`src/rtl/ifetch_buffer.sv`:
```
// Instruction fetch front-end: issues sequential word fetches under a credit limit,
// buffers in-order responses in a prefetch FIFO, and hands {pc, instr} to decode.
module ifetch_buffer #(
    parameter int unsigned     XLEN         = 32,
    parameter int unsigned     DEPTH        = 4,
    parameter logic [XLEN-1:0] RESET_VECTOR = '0
) (
    input  logic            clk,
    input  logic            reset_n,
    input  logic            branch_v_i,
    input  logic [XLEN-1:0] branch_adr_i,
    output logic            imem_req_o,
    output logic [XLEN-1:0] imem_adr_o,
    input  logic            imem_gnt_i,
    input  logic            imem_rvalid_i,
    input  logic [XLEN-1:0] imem_rdata_i,
    output logic            instr_v_o,
    output logic [XLEN-1:0] instr_o,
    output logic [XLEN-1:0] pc_o,
    input  logic            instr_ready_i
);

    localparam int unsigned CW = $clog2(DEPTH) + 1;
    localparam int unsigned PW = $clog2(DEPTH);
    localparam int unsigned SW = CW + 1;

    typedef struct packed {
        logic [XLEN-1:0] pc;
        logic [XLEN-1:0] instr;
    } entry_t;

    logic            req_q, req_d;
    logic [XLEN-1:0] adr_q, adr_d;
    logic            instr_v_q, instr_v_d;
    logic [XLEN-1:0] instr_q, instr_d;
    logic [XLEN-1:0] pc_q, pc_d;
    logic [CW-1:0]   cnt_q, cnt_d;
    logic [CW-1:0]   out_q, out_d;
    logic [CW-1:0]   disc_q, disc_d;
    logic [XLEN-1:0] resp_pc_q, resp_pc_d;
    logic [PW-1:0]   wr_ptr_q, wr_ptr_d;
    logic [PW-1:0]   rd_ptr_q, rd_ptr_d;
    entry_t          mem_q [DEPTH];
    entry_t          mem_d [DEPTH];

    logic            grant;
    logic            drop;
    logic            push;
    logic            pop;
    logic [XLEN-1:0] target;
    logic [SW-1:0]   credit;
    entry_t          head;

    // Next-state for counters, FIFO, fetch address and the registered head/request.
    always_comb begin
        grant     = req_q & imem_gnt_i;
        drop      = imem_rvalid_i & (disc_q != '0);
        push      = imem_rvalid_i & (disc_q == '0) & ~branch_v_i;
        pop       = instr_v_q & instr_ready_i & ~branch_v_i;
        target    = branch_adr_i & ~XLEN'(3);

        adr_d     = adr_q;
        disc_d    = disc_q;
        resp_pc_d = resp_pc_q;
        wr_ptr_d  = wr_ptr_q;
        rd_ptr_d  = rd_ptr_q;
        cnt_d     = cnt_q;
        mem_d     = mem_q;
        out_d     = out_q + CW'(grant) - CW'(imem_rvalid_i);

        if (branch_v_i) begin
            // Flush: everything still in flight after this edge is dropped on return.
            cnt_d     = '0;
            wr_ptr_d  = '0;
            rd_ptr_d  = '0;
            disc_d    = out_d;
            adr_d     = target;
            resp_pc_d = target;
        end else begin
            if (grant) begin
                adr_d = adr_q + XLEN'(4);
            end
            if (drop) begin
                disc_d = disc_q - CW'(1);
            end
            if (push) begin
                mem_d[wr_ptr_q] = '{pc: resp_pc_q, instr: imem_rdata_i};
                wr_ptr_d        = wr_ptr_q + PW'(1);
                resp_pc_d       = resp_pc_q + XLEN'(4);
            end
            if (pop) begin
                rd_ptr_d = rd_ptr_q + PW'(1);
            end
            cnt_d = cnt_q + CW'(push) - CW'(pop);
        end

        credit    = SW'(cnt_d) + SW'(out_d) - SW'(disc_d);
        req_d     = (credit < SW'(DEPTH)) && (out_d < CW'(DEPTH));

        head      = mem_d[rd_ptr_d];
        instr_v_d = (cnt_d != '0);
        instr_d   = instr_v_d ? head.instr : instr_q;
        pc_d      = instr_v_d ? head.pc    : pc_q;
    end

    always_ff @(posedge clk or negedge reset_n) begin
        if (!reset_n) begin
            req_q     <= 1'b0;
            adr_q     <= RESET_VECTOR;
            instr_v_q <= 1'b0;
            instr_q   <= '0;
            pc_q      <= '0;
            cnt_q     <= '0;
            out_q     <= '0;
            disc_q    <= '0;
            resp_pc_q <= RESET_VECTOR;
            wr_ptr_q  <= '0;
            rd_ptr_q  <= '0;
            mem_q     <= '{default: '0};
        end else begin
            req_q     <= req_d;
            adr_q     <= adr_d;
            instr_v_q <= instr_v_d;
            instr_q   <= instr_d;
            pc_q      <= pc_d;
            cnt_q     <= cnt_d;
            out_q     <= out_d;
            disc_q    <= disc_d;
            resp_pc_q <= resp_pc_d;
            wr_ptr_q  <= wr_ptr_d;
            rd_ptr_q  <= rd_ptr_d;
            mem_q     <= mem_d;
        end
    end

    assign imem_req_o = req_q;
    assign imem_adr_o = adr_q;
    assign instr_v_o  = instr_v_q;
    assign instr_o    = instr_q;
    assign pc_o       = pc_q;

`ifndef SYNTHESIS
    a_out_max: assert property (@(posedge clk) disable iff (!reset_n) out_q <= CW'(DEPTH));
    a_disc_le_out: assert property (@(posedge clk) disable iff (!reset_n) disc_q <= out_q);
`endif

endmodule

```
`config.mk`:
```
export PLATFORM = sky130hd
export DESIGN_NAME = ifetch_buffer
export DESIGN_NICKNAME = d
export VERILOG_FILES = /design/src/rtl/ifetch_buffer.sv
export SDC_FILE = /design/constraint.sdc
export NUM_CORES = 1
export LEC_CHECK = 0
export BUFFER_PORTS_ARGS = -buffer_cell sky130_fd_sc_hd__clkbuf_2
export CAP_MARGIN = 40
export CORE_MARGIN = 2
export CORE_UTILIZATION = 55
export DETAILED_ROUTE_END_ITERATION = 7
export PLACE_DENSITY = 0.75
export SLEW_MARGIN = 20
export SYNTH_ARGS = -nofsm -noshare
export SYNTH_HDL_FRONTEND = slang
export SYNTH_SLANG_ARGS = --single-unit
```
`constraint.sdc`:
```
create_clock -name clk -period 5.42 [get_ports clk]
set_clock_uncertainty 0.05 [all_clocks]
set_input_delay 0.542 -clock clk [delete_from_list [all_inputs] [get_ports clk]]
set_output_delay 0.542 -clock clk [all_outputs]
set_load 0.02 [all_outputs]
```
Yosys cells after proc, flatten, opt, wreduce, memory -nomap -nowiden
Cells that the tools add are included.
W data, S select, Z words.
{"block": "classes", "n_addsub": 11, "magnitude_cmp": 5, "n_mux": 19, "n_bitwise": 9, "reduce_logical": 7}
{"op": "$mux W256", "n": 2}
{"op": "$bwmux W256", "n": 1}
{"op": "$mux W64", "n": 3}
{"op": "$bmux W64 S2", "n": 1}
{"op": "$demux W64 S2", "n": 1}
{"op": "$mux W32", "n": 4}
{"op": "$add A32 B3 Y32 const B", "n": 2}
{"op": "$mux W3", "n": 3}
{"op": "$mux W2", "n": 4}
{"op": "$add A3 B1 Y3", "n": 2}
{"op": "$and A1 B1 Y1", "n": 6}
{"op": "$ge A3 B3 Y1 const B", "n": 2}
{"op": "$not A2 Y3", "n": 2}
{"op": "$reduce_bool A3 Y1", "n": 2}
{"op": "$sub A3 B1 Y3", "n": 2}
{"op": "$add A2 B1 Y2 const B", "n": 2}
{"op": "$add A3 B3 Y4", "n": 1}
{"op": "$lt A4 B3 Y1 const B", "n": 1}
{"op": "$reduce_bool A2 Y1", "n": 2}
{"op": "$sub A4 B3 Y4", "n": 1}
{"op": "$logic_not A3 Y1", "n": 1}
{"op": "$lt A3 B1 Y1 const B", "n": 1}
{"op": "$lt A3 B3 Y1 const B", "n": 1}
{"op": "$sub A3 B1 Y3 const B", "n": 1}
{"op": "other kinds (2)", "n": 3}
{"block": "word_totals", "reg_bits": 399, "inputBits": 70, "word_cells": 70}

Longest topological paths before layout
{"block": "depth", "ltp_word": 11, "ltp_mapped": 17}

Worst setup path before layout
OpenSTA, ideal clock, no wires.
{"block": "synth_timing", "path_kind": "input to register", "from": "input branch_v_i", "to": "register req_q (netlist: imem_req_o)", "setup_time_ps": 78, "arrival_time_ps": 4278, "slack_ps": 1014, "path_stages": 17, "path_buffers": 3, "path_cell_list": "buf_2 inv_1 clkbuf_1 clkbuf_1 and3_1 ha_1 inv_1 ha_1 inv_1 fa_1 or2_2 fa_1 inv_1 ha_1 nor4b_1 or4_1 a21oi_1"}
{"block": "synth_between", "elab_chain_len": 9, "word_cells_on_any_way": 11, "cone_classes": "add/sub: 4; order compare: 1; mux: 2; bitwise: 3; reduce/logical: 1"}
{"item": "start: declaration", "line": "10", "source": "input logic branch_v_i,"}
{"item": "$not A1 Y1", "line": "58, 59"}
{"item": "$and A1 B1 Y1", "line": "58", "source": "push = imem_rvalid_i & (disc_q == '0) & ~branch_v_i;"}
{"item": "$add A3 B1 Y3", "line": "94", "source": "cnt_d = cnt_q + CW'(push) - CW'(pop);"}
{"item": "$sub A3 B1 Y3", "line": "94"}
{"item": "$mux W3", "line": "71", "source": "if (branch_v_i) begin"}
{"item": "$add A3 B3 Y4", "line": "97", "source": "credit = SW'(cnt_d) + SW'(out_d) - SW'(disc_d);"}
{"item": "$sub A4 B3 Y4 (*)", "line": "97"}
{"item": "$lt A4 B3 Y1 (*)", "line": "98", "source": "req_d = (credit < SW'(DEPTH)) && (out_d < CW'(DEPTH));"}
{"item": "$logic_and A1 B1 Y1 (*)", "line": "98"}
{"item": "named net req_d", "line": "32", "source": "logic req_q, req_d;"}
{"item": "end signal: assignment", "line": "121", "source": "req_q <= req_d;"}
{"item": "end: declaration", "line": "32"}
The timed path passes the listed nets; every way through them passes the cells marked *.
A chain may end at the register's enable or synchronous reset.

Final worst setup path
{"block": "layout_timing", "from": "register disc_q[0]", "to": "register req_q (netlist: imem_req_o)"}
{"block": "layout_between", "elab_chain_len": 10, "word_cells_on_any_way": 15, "cone_classes": "add/sub: 5; order compare: 1; mux: 3; bitwise: 3; reduce/logical: 3"}
{"item": "start: declaration", "line": "39", "source": "logic [CW-1:0] disc_q, disc_d;"}
{"item": "start signal: assignment", "line": "128", "source": "disc_q <= disc_d;"}
{"item": "$logic_not A3 Y1", "line": "58"}
{"item": "$and A1 B1 Y1 (2 in series)", "line": "58"}
{"item": "$add A3 B1 Y3", "line": "94"}
{"item": "$sub A3 B1 Y3", "line": "94"}
{"item": "$mux W3", "line": "71"}
{"item": "$add A3 B3 Y4", "line": "97"}
{"item": "$sub A4 B3 Y4 (*)", "line": "97"}
{"item": "$lt A4 B3 Y1 (*)", "line": "98"}
{"item": "$logic_and A1 B1 Y1 (*)", "line": "98"}
{"item": "named net req_d", "line": "32"}
Marked as above.

==> results.sh <==
export IMPL_ys_types=62
export IMPL_synth_top_area_share_pct=53.4
export IMPL_maxCapViolCount=0
export IMPL_cts_htree_levels=2
export IMPL_insertedDiodeCount=0
export IMPL_intPower_mw=6.84
export IMPL_totalPowerFinal_mw=10.2
export IMPL_critPathKind="register to register"
export IMPL_period_share_pct=78.6
export IMPL_ys_ff_latch=395
export IMPL_relSlewSlack_pct=31.7
export IMPL_rows=67
export IMPL_async_reset_ff_share_pct=100
export IMPL_ctsHoldBuffers=0
export IMPL_synth_top_flop_cell="dfrtp_1"
export IMPL_synth_edf_count=0
export IMPL_synth_area_leaders="dfrtp_1 53%, mux2_2 9.9%, nand2_1 5.6%"
export IMPL_crit_arrival_ns=4.67
export IMPL_syn_cell_area_um2=18500
export IMPL_cts_sinks=395
export IMPL_grt_ovfl_total=0
export IMPL_seqPwrFrac_pct=40.9
export IMPL_m1WireLength_um=20300
export IMPL_drt_initial_drc_count=1000
export IMPL_switchingPower_mw=3.32
export IMPL_post_cts_resized=0
export IMPL_yosysSeqAreaShare_pct=53.4
export IMPL_ant_nets=0
export IMPL_yosys_area_top_type="dfrtp_1"
export IMPL_p_leak_nw=10.3
export IMPL_hold_class="input pin to async pin"
export IMPL_cts_setup_buffers=0
export IMPL_root_buffer="clkbuf_16"
export IMPL_hpwl_um=27300
export IMPL_avgSynthCellArea_um2=11.5
export IMPL_routabilityCongestion=0.821
export IMPL_p_sw_share_pct=32.7
export IMPL_highest_layer="met4"
export IMPL_grt_max_degree=132
export IMPL_end_kind="register"
export IMPL_antenna_found_initial=0
export IMPL_wl_met2_um=20800
export IMPL_status="completed"
export IMPL_worstMarginPinSlew_ns=1.02
export IMPL_rsz0062_at_grt="no"
export IMPL_drive_above_1_share_pct=27.8
export IMPL_grt_util_all_layers_pct=25.8
export IMPL_synth_common_cells="395 x dfrtp_1, 275 x nand2_1, 163 x mux2_2, 82 x clkbuf_1, 61 x o32a_1"
export IMPL_utilization_pct=63.4
export IMPL_drc=0
export IMPL_tns_ns=0
export IMPL_start_util_pct=55.5
export IMPL_power_frac_comb_pct=28.9
export IMPL_p_clk_share_pct=30.2
export IMPL_cts_clk_slew_worst_paths_ns=0.06
export IMPL_met3WireLength_um=3010
export IMPL_area_growth_syn_to_layout_pct=14.2
export IMPL_final_hold_violation_count=0
export IMPL_setup_viol_count_final=0
export IMPL_peakVddDrop_v=0.000283
export IMPL_numPortBuffers=163
export IMPL_io_pins=168
export IMPL_die_w_um=188
export IMPL_worst_path_max_fanout=9
export IMPL_maxSlewViolCount=0
export IMPL_fmax_mhz=235
export IMPL_clk_latency_ns=0.54
export IMPL_numCtsBuffers=42
export IMPL_dr_pass1_iters=6
export IMPL_cts_tree="done"
export IMPL_post_drt_wl_per_cell_um=20.6
export IMPL_synthCells=1609
export IMPL_cts_buffer_depth=3
export IMPL_yosysWarnings=0
export IMPL_fp_dieH_um=188
export IMPL_period_needed_ns=4.26
export IMPL_viasPerCell=6.08
export IMPL_grt_pass1_wl_um=73400
export IMPL_required_ns=5.83
export IMPL_nets=1801
export IMPL_die_area_um2=35200
export IMPL_fp_coreArea_um2=33400
export IMPL_power_density_nw_per_um2=481
export IMPL_first_global_vias=13600
export IMPL_start_kind="register"
export IMPL_timing_hold_ws_ns=0.0689
export IMPL_synth_most_common_cell="dfrtp_1"
export IMPL_dr_total_vias=13300
export IMPL_routed_wl_um=45200
flip-flops by register name (all words and copies together), names as in the netlist:
register    cells
imem_adr_o     30
disc_q          3
cnt_q           3
rd_ptr_q        2
instr_o        32
imem_req_o      1
wr_ptr_q        2
instr_v_o       1
out_q           3
resp_pc_q      30
pc_o           32
mem_q         256
through the flow:
stage                     setup WS, ns  cells  area (um2)
after floorplan                   1.01   1610       18500
after global placement            1.13   2111       19600
after detailed placement          1.07   2114       19600
after CTS                         1.14   2190       21100
after global routing             0.931   2192       21200
final                             1.16   2192       21200
final timing paths:
check	from	endpoint	slack, ns	cells after the start
setup / recovery	disc_q[0]$_DFF_PN0_	imem_req_o$_DFF_PN0_	1.16	17
hold / removal	reset_n	mem_q[84]$_DFF_PN0_	0.07	1
setup reg to reg	disc_q[0]$_DFF_PN0_	imem_req_o$_DFF_PN0_	1.16	17
hold reg to reg	mem_q[192]$_DFF_PN0_	mem_q[192]$_DFF_PN0_	0.42	2
max in group asynchronous	reset_n	pc_o[7]$_DFFE_PN0P_	3.84	2
min in group clk	branch_adr_i[7]	imem_adr_o[7]$_DFFE_PN0N_	0.21	2
power by group through the flow:
stage / sequential [mW] / clock, mW / combinational, mW
after floorplan: 4.29 / 0 / 1.90
after global placement: 4.15 / 0 / 2.83
after detailed placement: 4.20 / 0 / 2.93
after CTS: 4.15 / 3.11 / 2.96
after global routing: 4.24 / 3.23 / 3.27
final: 4.16 / 3.07 / 2.94
worst max-delay path, cell delays in order (launching register included):
cell	delay (ns)
dfrtp_1	0.36
inv_1	0.11
ha_1	0.22
nor4bb_2	0.22
buf_4	0.23
inv_1	0.06
ha_1	0.27
inv_1	0.04
ha_1	0.17
inv_1	0.06
fa_1	0.44
or2_2	0.32
fa_1	0.54
inv_1	0.04
ha_1	0.27
nor4b_1	0.14
or4_1	0.47
a21oi_1	0.16
per-layer routing:
metal  vias up  global-route usage, %
li1       6007                      -
met5         -                      0
met1      6816                   36.6
met2       437                   40.7
met4         0                   7.42
met3        73                   4.87
placed cells by master (no fill, tap or decap), types with 3 or more instances in the layout:
master / n
dfrtp_1: 394
nand2_1: 272
mux2_2: 163
clkbuf_2: 163
o32a_1: 61
o21ai_0: 54
inv_1: 53
o221ai_1: 47
a32oi_1: 46
clkbuf_16: 45
xnor2_1: 44
mux2_4: 40
mux2i_1: 33
nand3_1: 25
buf_4: 24
nor2_1: 22
nand4_1: 21
xor2_1: 18
o211ai_1: 18
o22a_1: 16
o2111ai_1: 16
a21oi_1: 15
ha_1: 15
and3_1: 12
and2_1: 12
clkbuf_8: 12
clkbuf_1: 9
nor3_1: 8
and4_1: 5
clkinv_2: 5
bufinv_16: 5
a211oi_1: 4
fa_1: 4
nand2_2: 3
nor4_1: 3
a31oi_1: 3
cell type report:
| cell class | instances | area [um2] |
|---|---|---|
| Multi-Input combinational cell | 1024 | 7870 |
| Clock buffer | 66 | 1330 |
| Sequential cell | 395 | 9890 |
| Fill cell | 2597 | 12200 |
| Inverter | 55 | 206 |
| Clock inverter | 10 | 175 |
| Tap cell | 448 | 561 |
| Timing Repair Buffer | 194 | 1130 |
cell families after synthesis:
family                   count (synthesis)  share of synthesized area, %
AND/OR/NAND/NOR                        411                          9.91
flip-flops                             395                          53.4
multiplexers                           236                          14.9
buffers and inverters                  191                          4.59
adder cells (fa/ha/maj)                 19                          1.45
XOR/XNOR                                63                          3.05
AO/OA/AOI/OAI                          293                          12.7
other                                    1                        0.0202
Power figures use the tool's default switching activity.
